--- config.mk ---
export PLATFORM = sky130hd
export DESIGN_NAME = alp_regq_flat
export DESIGN_NICKNAME = d
export VERILOG_FILES = /design/src/rtl/alp_pkg.sv /design/src/rtl/alp_regq_if.sv /design/src/rtl/alp_qreg.sv /design/src/rtl/alp_regq.sv /design/src/flat_wrapper.sv
export SDC_FILE = /design/constraint.sdc
export NUM_CORES = 1
export LEC_CHECK = 0
export ABC_CLOCK_PERIOD_IN_PS = 4400
export BUFFER_PORTS_ARGS = -buffer_cell sky130_fd_sc_hd__clkbuf_2
export CORE_ASPECT_RATIO = 0.8
export CORE_UTILIZATION = 59
export CTS_CLUSTER_SIZE = 10
export DETAILED_ROUTE_END_ITERATION = 8
export PLACE_DENSITY = 0.82
export SYNTH_ARGS = -nofsm -noshare
export SYNTH_HDL_FRONTEND = slang
export SYNTH_SLANG_ARGS = --single-unit
--- constraint.sdc ---
create_clock -name clk_h -period 4.4 [get_ports clk_h]
set_clock_uncertainty 0.05 [all_clocks]
set_input_delay 0.66 -clock clk_h [delete_from_list [all_inputs] [get_ports clk_h]]
set_output_delay 0.66 -clock clk_h [all_outputs]
set_load 0.005 [all_outputs]
--- src/rtl/alp_pkg.sv ---
// Shared encodings and slice width for the ALP data-path slice.
package alp_pkg;

  localparam int unsigned ALP_SLICE_W = 4;

  localparam logic [1:0] ALP_ASEL_RF   = 2'd0;
  localparam logic [1:0] ALP_ASEL_Q    = 2'd1;
  localparam logic [1:0] ALP_ASEL_ZERO = 2'd2;
  localparam logic [1:0] ALP_ASEL_HOLD = 2'd3;

  localparam logic ALP_BSEL_RF = 1'b0;
  localparam logic ALP_BSEL_Q  = 1'b1;

  localparam logic [1:0] ALP_QOP_HOLD = 2'd0;
  localparam logic [1:0] ALP_QOP_LOAD = 2'd1;
  localparam logic [1:0] ALP_QOP_SHL  = 2'd2;
  localparam logic [1:0] ALP_QOP_SHR  = 2'd3;

endpackage

--- src/rtl/alp_regq_if.sv ---
// Per-slice bus between the ALU/WMUX stage (master) and the register/Q slice (slave).
interface alp_regq_if
  import alp_pkg::*;
#(
  parameter int unsigned NREG = 16
);

  localparam int unsigned AW = (NREG > 1) ? $clog2(NREG) : 1;
  localparam int unsigned W  = ALP_SLICE_W;

  logic [W-1:0]  wmux_l;
  logic          wmuxz_l;
  logic          wr_en_h;
  logic [AW-1:0] wr_addr_h;
  logic [AW-1:0] ra_addr_h;
  logic [AW-1:0] rb_addr_h;
  logic [1:0]    asel_h;
  logic          bsel_h;
  logic [1:0]    q_op_h;
  logic          q_shl_sin_h;
  logic          q_shr_sin_h;
  logic          q_shl_sout_h;
  logic          q_shr_sout_h;
  logic          z_ld_h;
  logic          z_clr_h;
  logic [W-1:0]  amux_h;
  logic [W-1:0]  bmux_h;
  logic          z_h;

  modport master (
    output wmux_l, wmuxz_l, wr_en_h, wr_addr_h, ra_addr_h, rb_addr_h,
           asel_h, bsel_h, q_op_h, q_shl_sin_h, q_shr_sin_h, z_ld_h, z_clr_h,
    input  q_shl_sout_h, q_shr_sout_h, amux_h, bmux_h, z_h
  );

  modport slave (
    input  wmux_l, wmuxz_l, wr_en_h, wr_addr_h, ra_addr_h, rb_addr_h,
           asel_h, bsel_h, q_op_h, q_shl_sin_h, q_shr_sin_h, z_ld_h, z_clr_h,
    output q_shl_sout_h, q_shr_sout_h, amux_h, bmux_h, z_h
  );

endinterface

--- src/rtl/alp_qreg.sv ---
// Q shift register for one slice; q_next_c is exposed so operands can show post-edge Q.
module alp_qreg
  import alp_pkg::*;
(
  input  logic                   clk_h,
  input  logic                   reset_h,
  input  logic [1:0]             q_op,
  input  logic [ALP_SLICE_W-1:0] d,
  input  logic                   shl_sin,
  input  logic                   shr_sin,
  output logic [ALP_SLICE_W-1:0] q,
  output logic [ALP_SLICE_W-1:0] q_next_c
);

  localparam int unsigned W = ALP_SLICE_W;

  always_comb begin
    q_next_c = q;
    case (q_op)
      ALP_QOP_HOLD: q_next_c = q;
      ALP_QOP_LOAD: q_next_c = d;
      ALP_QOP_SHL:  q_next_c = {q[W-2:0], shl_sin};
      ALP_QOP_SHR:  q_next_c = {shr_sin, q[W-1:1]};
      default:      q_next_c = q;
    endcase
  end

  always_ff @(posedge clk_h or posedge reset_h) begin
    if (reset_h) q <= '0;
    else         q <= q_next_c;
  end

endmodule

--- src/rtl/alp_regq.sv ---
// Register-file and Q-register slice: scratchpad, Q shifter, forwarded operand
// registers feeding the ALU, and the sticky zero flag.
module alp_regq
  import alp_pkg::*;
#(
  parameter int unsigned NREG = 16
)(
  input  logic        clk_h,
  input  logic        reset_h,
  alp_regq_if.slave   bus
);

  localparam int unsigned AW = (NREG > 1) ? $clog2(NREG) : 1;
  localparam int unsigned W  = ALP_SLICE_W;

  logic [W-1:0] rf [NREG];
  logic [W-1:0] d_c;
  logic [W-1:0] q;
  logic [W-1:0] q_next_c;
  logic [W-1:0] a_rf_c;
  logic [W-1:0] b_rf_c;
  logic [W-1:0] a_next_c;
  logic [W-1:0] b_next_c;
  logic [W-1:0] amux_q;
  logic [W-1:0] bmux_q;
  logic         z_q;
  logic         wr_ok_c;
  logic         ra_ok_c;
  logic         rb_ok_c;
  logic         wr_c;

  assign d_c = ~bus.wmux_l;

  alp_qreg u_qreg (
    .clk_h    (clk_h),
    .reset_h  (reset_h),
    .q_op     (bus.q_op_h),
    .d        (d_c),
    .shl_sin  (bus.q_shl_sin_h),
    .shr_sin  (bus.q_shr_sin_h),
    .q        (q),
    .q_next_c (q_next_c)
  );

  // Serial links come straight off the Q flops so chained slices shift on the same edge.
  assign bus.q_shl_sout_h = q[W-1];
  assign bus.q_shr_sout_h = q[0];

  // Addresses beyond NREG exist only for non-power-of-two depths.
  if (NREG == (32'd1 << AW)) begin : g_pow2
    assign wr_ok_c = 1'b1;
    assign ra_ok_c = 1'b1;
    assign rb_ok_c = 1'b1;
  end else begin : g_npow2
    assign wr_ok_c = (32'(bus.wr_addr_h) < NREG);
    assign ra_ok_c = (32'(bus.ra_addr_h) < NREG);
    assign rb_ok_c = (32'(bus.rb_addr_h) < NREG);
  end

  assign wr_c = bus.wr_en_h && wr_ok_c;

  // Scratchpad read with same-edge write forwarding.
  always_comb begin
    a_rf_c = '0;
    b_rf_c = '0;
    if (ra_ok_c) begin
      a_rf_c = (wr_c && (bus.wr_addr_h == bus.ra_addr_h)) ? d_c : rf[bus.ra_addr_h];
    end
    if (rb_ok_c) begin
      b_rf_c = (wr_c && (bus.wr_addr_h == bus.rb_addr_h)) ? d_c : rf[bus.rb_addr_h];
    end
  end

  always_comb begin
    a_next_c = amux_q;
    case (bus.asel_h)
      ALP_ASEL_RF:   a_next_c = a_rf_c;
      ALP_ASEL_Q:    a_next_c = q_next_c;
      ALP_ASEL_ZERO: a_next_c = '0;
      ALP_ASEL_HOLD: a_next_c = amux_q;
      default:       a_next_c = amux_q;
    endcase
    b_next_c = (bus.bsel_h == ALP_BSEL_Q) ? q_next_c : b_rf_c;
  end

  always_ff @(posedge clk_h or posedge reset_h) begin
    if (reset_h) begin
      for (int unsigned i = 0; i < NREG; i++) rf[i] <= '0;
    end else if (wr_c) begin
      rf[bus.wr_addr_h] <= d_c;
    end
  end

  always_ff @(posedge clk_h or posedge reset_h) begin
    if (reset_h) begin
      amux_q <= '0;
      bmux_q <= '0;
    end else begin
      amux_q <= a_next_c;
      bmux_q <= b_next_c;
    end
  end

  // Clear wins over load so microcode can reset the flag unconditionally.
  always_ff @(posedge clk_h or posedge reset_h) begin
    if (reset_h)          z_q <= 1'b0;
    else if (bus.z_clr_h) z_q <= 1'b0;
    else if (bus.z_ld_h)  z_q <= ~bus.wmuxz_l;
  end

  assign bus.amux_h = amux_q;
  assign bus.bmux_h = bmux_q;
  assign bus.z_h    = z_q;

endmodule

--- src/flat_wrapper.sv ---
// flat-port wrapper written by rule: the top's interface ports become plain ports
module alp_regq_flat import alp_pkg::*;
#(
  parameter int unsigned NREG = 16
)
  (clk_h, reset_h, bus_wmux_l, bus_wmuxz_l, bus_wr_en_h, bus_wr_addr_h, bus_ra_addr_h, bus_rb_addr_h, bus_asel_h, bus_bsel_h, bus_q_op_h, bus_q_shl_sin_h, bus_q_shr_sin_h, bus_z_ld_h, bus_z_clr_h, bus_q_shl_sout_h, bus_q_shr_sout_h, bus_amux_h, bus_bmux_h, bus_z_h);
  alp_regq_if #(.NREG(NREG)) bus_i ();
  input  logic clk_h;
  input  logic reset_h;
  input wire logic [$bits(bus_i.wmux_l)-1:0] bus_wmux_l;
  input wire logic [$bits(bus_i.wmuxz_l)-1:0] bus_wmuxz_l;
  input wire logic [$bits(bus_i.wr_en_h)-1:0] bus_wr_en_h;
  input wire logic [$bits(bus_i.wr_addr_h)-1:0] bus_wr_addr_h;
  input wire logic [$bits(bus_i.ra_addr_h)-1:0] bus_ra_addr_h;
  input wire logic [$bits(bus_i.rb_addr_h)-1:0] bus_rb_addr_h;
  input wire logic [$bits(bus_i.asel_h)-1:0] bus_asel_h;
  input wire logic [$bits(bus_i.bsel_h)-1:0] bus_bsel_h;
  input wire logic [$bits(bus_i.q_op_h)-1:0] bus_q_op_h;
  input wire logic [$bits(bus_i.q_shl_sin_h)-1:0] bus_q_shl_sin_h;
  input wire logic [$bits(bus_i.q_shr_sin_h)-1:0] bus_q_shr_sin_h;
  input wire logic [$bits(bus_i.z_ld_h)-1:0] bus_z_ld_h;
  input wire logic [$bits(bus_i.z_clr_h)-1:0] bus_z_clr_h;
  output wire logic [$bits(bus_i.q_shl_sout_h)-1:0] bus_q_shl_sout_h;
  output wire logic [$bits(bus_i.q_shr_sout_h)-1:0] bus_q_shr_sout_h;
  output wire logic [$bits(bus_i.amux_h)-1:0] bus_amux_h;
  output wire logic [$bits(bus_i.bmux_h)-1:0] bus_bmux_h;
  output wire logic [$bits(bus_i.z_h)-1:0] bus_z_h;
  assign bus_i.wmux_l = bus_wmux_l;
  assign bus_i.wmuxz_l = bus_wmuxz_l;
  assign bus_i.wr_en_h = bus_wr_en_h;
  assign bus_i.wr_addr_h = bus_wr_addr_h;
  assign bus_i.ra_addr_h = bus_ra_addr_h;
  assign bus_i.rb_addr_h = bus_rb_addr_h;
  assign bus_i.asel_h = bus_asel_h;
  assign bus_i.bsel_h = bus_bsel_h;
  assign bus_i.q_op_h = bus_q_op_h;
  assign bus_i.q_shl_sin_h = bus_q_shl_sin_h;
  assign bus_i.q_shr_sin_h = bus_q_shr_sin_h;
  assign bus_i.z_ld_h = bus_z_ld_h;
  assign bus_i.z_clr_h = bus_z_clr_h;
  assign bus_q_shl_sout_h = bus_i.q_shl_sout_h;
  assign bus_q_shr_sout_h = bus_i.q_shr_sout_h;
  assign bus_amux_h = bus_i.amux_h;
  assign bus_bmux_h = bus_i.bmux_h;
  assign bus_z_h = bus_i.z_h;
  alp_regq #(.NREG(NREG)) u_core (.clk_h(clk_h), .reset_h(reset_h), .bus(bus_i));
endmodule
==> results.toml <==
[floorplan]
core-area_um2 = 6930
die_x_um = 97.0
start_util_pct = 61.5
die_h_um = 78.0
rows = 27
io_pins = 40
dieArea_um2 = 7560

[placed_design]
post_dp_cell_area_um2 = 4420
place.gp.congestion = 0.986
dpl.hpwl_mm = 7.45
io_buffer_count = 39
pre_cts_ws_ps = 1750
dp_cells = 474

[synthesis]
synth_nets = 399
yosysWarnings = 0
synth_cell_type_count = 30
netlist_instances = 368
synth-seq-cells = 77
synth-seq-area-share_pct = 45.2
avgSynthCellArea_um2 = 11.6
synth_area_um2 = 4260

[clock_tree]
cts_buffer_depth = 2
cts.sinks = 77
cts_resized = 0
cts_hold_buf = 0
insertion_delay_ps = 360
cts_root_buf = "clkbuf_8"
numCtsBuffers = 9
clkTransAtPathRegs_ps = 80
postCtsSetupBuffers = 0
cts_max_level = 3
tritoncts = "yes"

[cells_and_area]
fin_cells = 490
drive_gt1_share_pct = 22.3
diodes = 0
nets = 429
utilization_pct = 67.9
area_delta_synth_final_pct = 10.3
fin_area_um2 = 4700

[sta]
setup_viol = 0
tightestPinTransition_ps = 1000
rsz0062_at_grt = "no"
fin_crit_sh_pct = 52.1
timing.final.hold_violations = 0
setup_tns_ps = 0
fmaxAchievable_mhz = 436
drv_slew = 0
finalCriticalPeriod_ps = 2290
slew_headroom_pct = 32.7
layout_setup_ws_ps = 2110

[global_routing]
grt_max_degree = 47
antenna_found_initial = 0
grt_pass1_wl_mm = 17.4
overflow = 0
track_usage_pct = 30.8
grt_pass1_vias = 3216

[power_and_ir_drop]
p_clk_share_pct = 33.6
ir_drop_uv = 273
p_seq_share_pct = 45.1
cellPowerDensity_nw_per_um2 = 467
p_leak_nw = 2.15
pwr-share-comb_pct = 21.3
switching_share_pct = 28.2
switchingPower_w = 0.000618
power.internal_w = 0.00158

[detailed_routing]
initialDrtViolationCount = 232
wire_per_inst_um = 21.7
firstDrtPassIters = 5
wl_mm = 10.6
drc_errors = 0
ant_nets = 0
viasPerCell = 6.50
vias = 3187

[setup_path]
critPathMaxFanout = 17
path_class = "in -> reg"
cp-start-kind = "input port"
end_kind = "register"
crit_arrival_ps = 2490
cp.required_ps = 4600
ff2ff_setup_slack_ps = 2590

[flow_run]
cap_violations = 0

[hold_path]
min_path_type = "in -> async"

[status]
outcome = "finished clean"
## through the flow
| stage | hold slack [ps] | total power (W) |
|---|---|---|
| after floorplan | 408 | 0.00130 |
| after global placement | 428 | 0.00142 |
| after detailed placement | 446 | 0.00145 |
| after CTS | 347 | 0.00219 |
| after global routing | 376 | 0.00229 |
| final | 331 | 0.00219 |
## area by class of cell
type	instances	area, µm²
inverter	7	26.3
timing repair buffer	41	210
clock inverter	5	129
sequential	77	1930
tap	87	109
fill	492	2230
clock buffer	11	151
multi-input combinational	262	2150
## critical path, cell delays in order
cell	delay (ps)
clkbuf_2	490
mux4_2	630
a22oi_1	200
nand2_1	130
o31ai_1	270
a21oi_1	100
## per-layer routing
layer / global-route usage, % / up-vias / wire [µm]
met3: 8.83 / 40 / 1050
li1: - / 1413 / -
met5: 0 / - / 0
met2: 44.9 / 195 / 4730
met1: 44.4 / 1539 / 4540
met4: 11.2 / 0 / 310
## kinds of logic (layout without fill, tap and decap cells)
group	after synthesis	count (layout)	share of synthesized area (%)
AND/OR/NAND/NOR	111	111	11.4
AO/OA/AOI/OAI	81	81	10.3
flip-flops	77	77	45.2
multiplexers	60	60	26.4
buffers and inverters	29	64	4.35
XOR/XNOR	8	8	1.65
adder cells (fa/ha/maj)	2	2	0.587
## registers in the layout (all words and copies together), names as in the netlist
name / count
u_core.rf: 64
u_core.bus.amux_h: 4
u_core.bus.bmux_h: 4
u_core.u_qreg.q: 4
u_core.bus.z_h: 1
## layout by cell type, fill, tap and decap left out, types with 9 or more instances in the layout
cell and n:
a21oi_1 29, nand2_1 57, mux4_1 16, nor2_1 26, o21ai_0 40, mux2i_1 13
mux2_2 11, clkbuf_8 11, nor2b_1 9, clkbuf_2 39, mux4_2 20, dfrtp_1 77
## synth_stat cells (all sizes together)
master / number / area share [%]
nor3: 1 / 0.12
ha: 2 / 0.59
nor2b: 9 / 1.3
xor2: 3 / 0.62
mux4: 36 / 20
o21ai: 40 / 4.7
xnor2: 5 / 1.0
inv: 7 / 0.62
nor2: 26 / 2.3
a22oi: 4 / 0.71
mux2: 11 / 2.9
a21oi: 29 / 3.4
o31a: 4 / 0.82
and2: 2 / 0.29
and3: 5 / 0.73
buf: 14 / 3.0
o31ai: 4 / 0.71
nor4: 2 / 0.29
nor3b: 3 / 0.65
dfrtp: 77 / 45
clkbuf: 8 / 0.71
mux2i: 13 / 3.1
nand3: 6 / 0.71
nand2: 57 / 5.0
## path summary, 6_finish.rpt
| check | startpoint | to | cells after the start |
|---|---|---|---|
| worst max-delay path | bus_ra_addr_h[0] | u_core.bus.amux_h[2] | 6 |
| worst min-delay path | reset_h | u_core.rf[38] | 2 |
| worst max register to register | u_core.rf[51] | u_core.bus.bmux_h[3] | 5 |
| worst min register to register | u_core.rf[26] | u_core.rf[26] | 2 |
| max in group asynchronous | reset_h | u_core.rf[24] | 3 |
| min in group clk_h | bus_z_clr_h | u_core.bus.z_h | 2 |
## power by group through the flow
stage          sequential [W]  clock [W]  combinational (W)
4_1_cts              0.000982   0.000745           0.000467
3_5_place_dp         0.000994          0           0.000459
5_1_grt               0.00100   0.000775           0.000513
2_1_floorplan        0.000940          0           0.000356
6_report             0.000990   0.000737           0.000467
3_3_place_gp         0.000982          0           0.000439
Power figures use the tool's default switching activity.
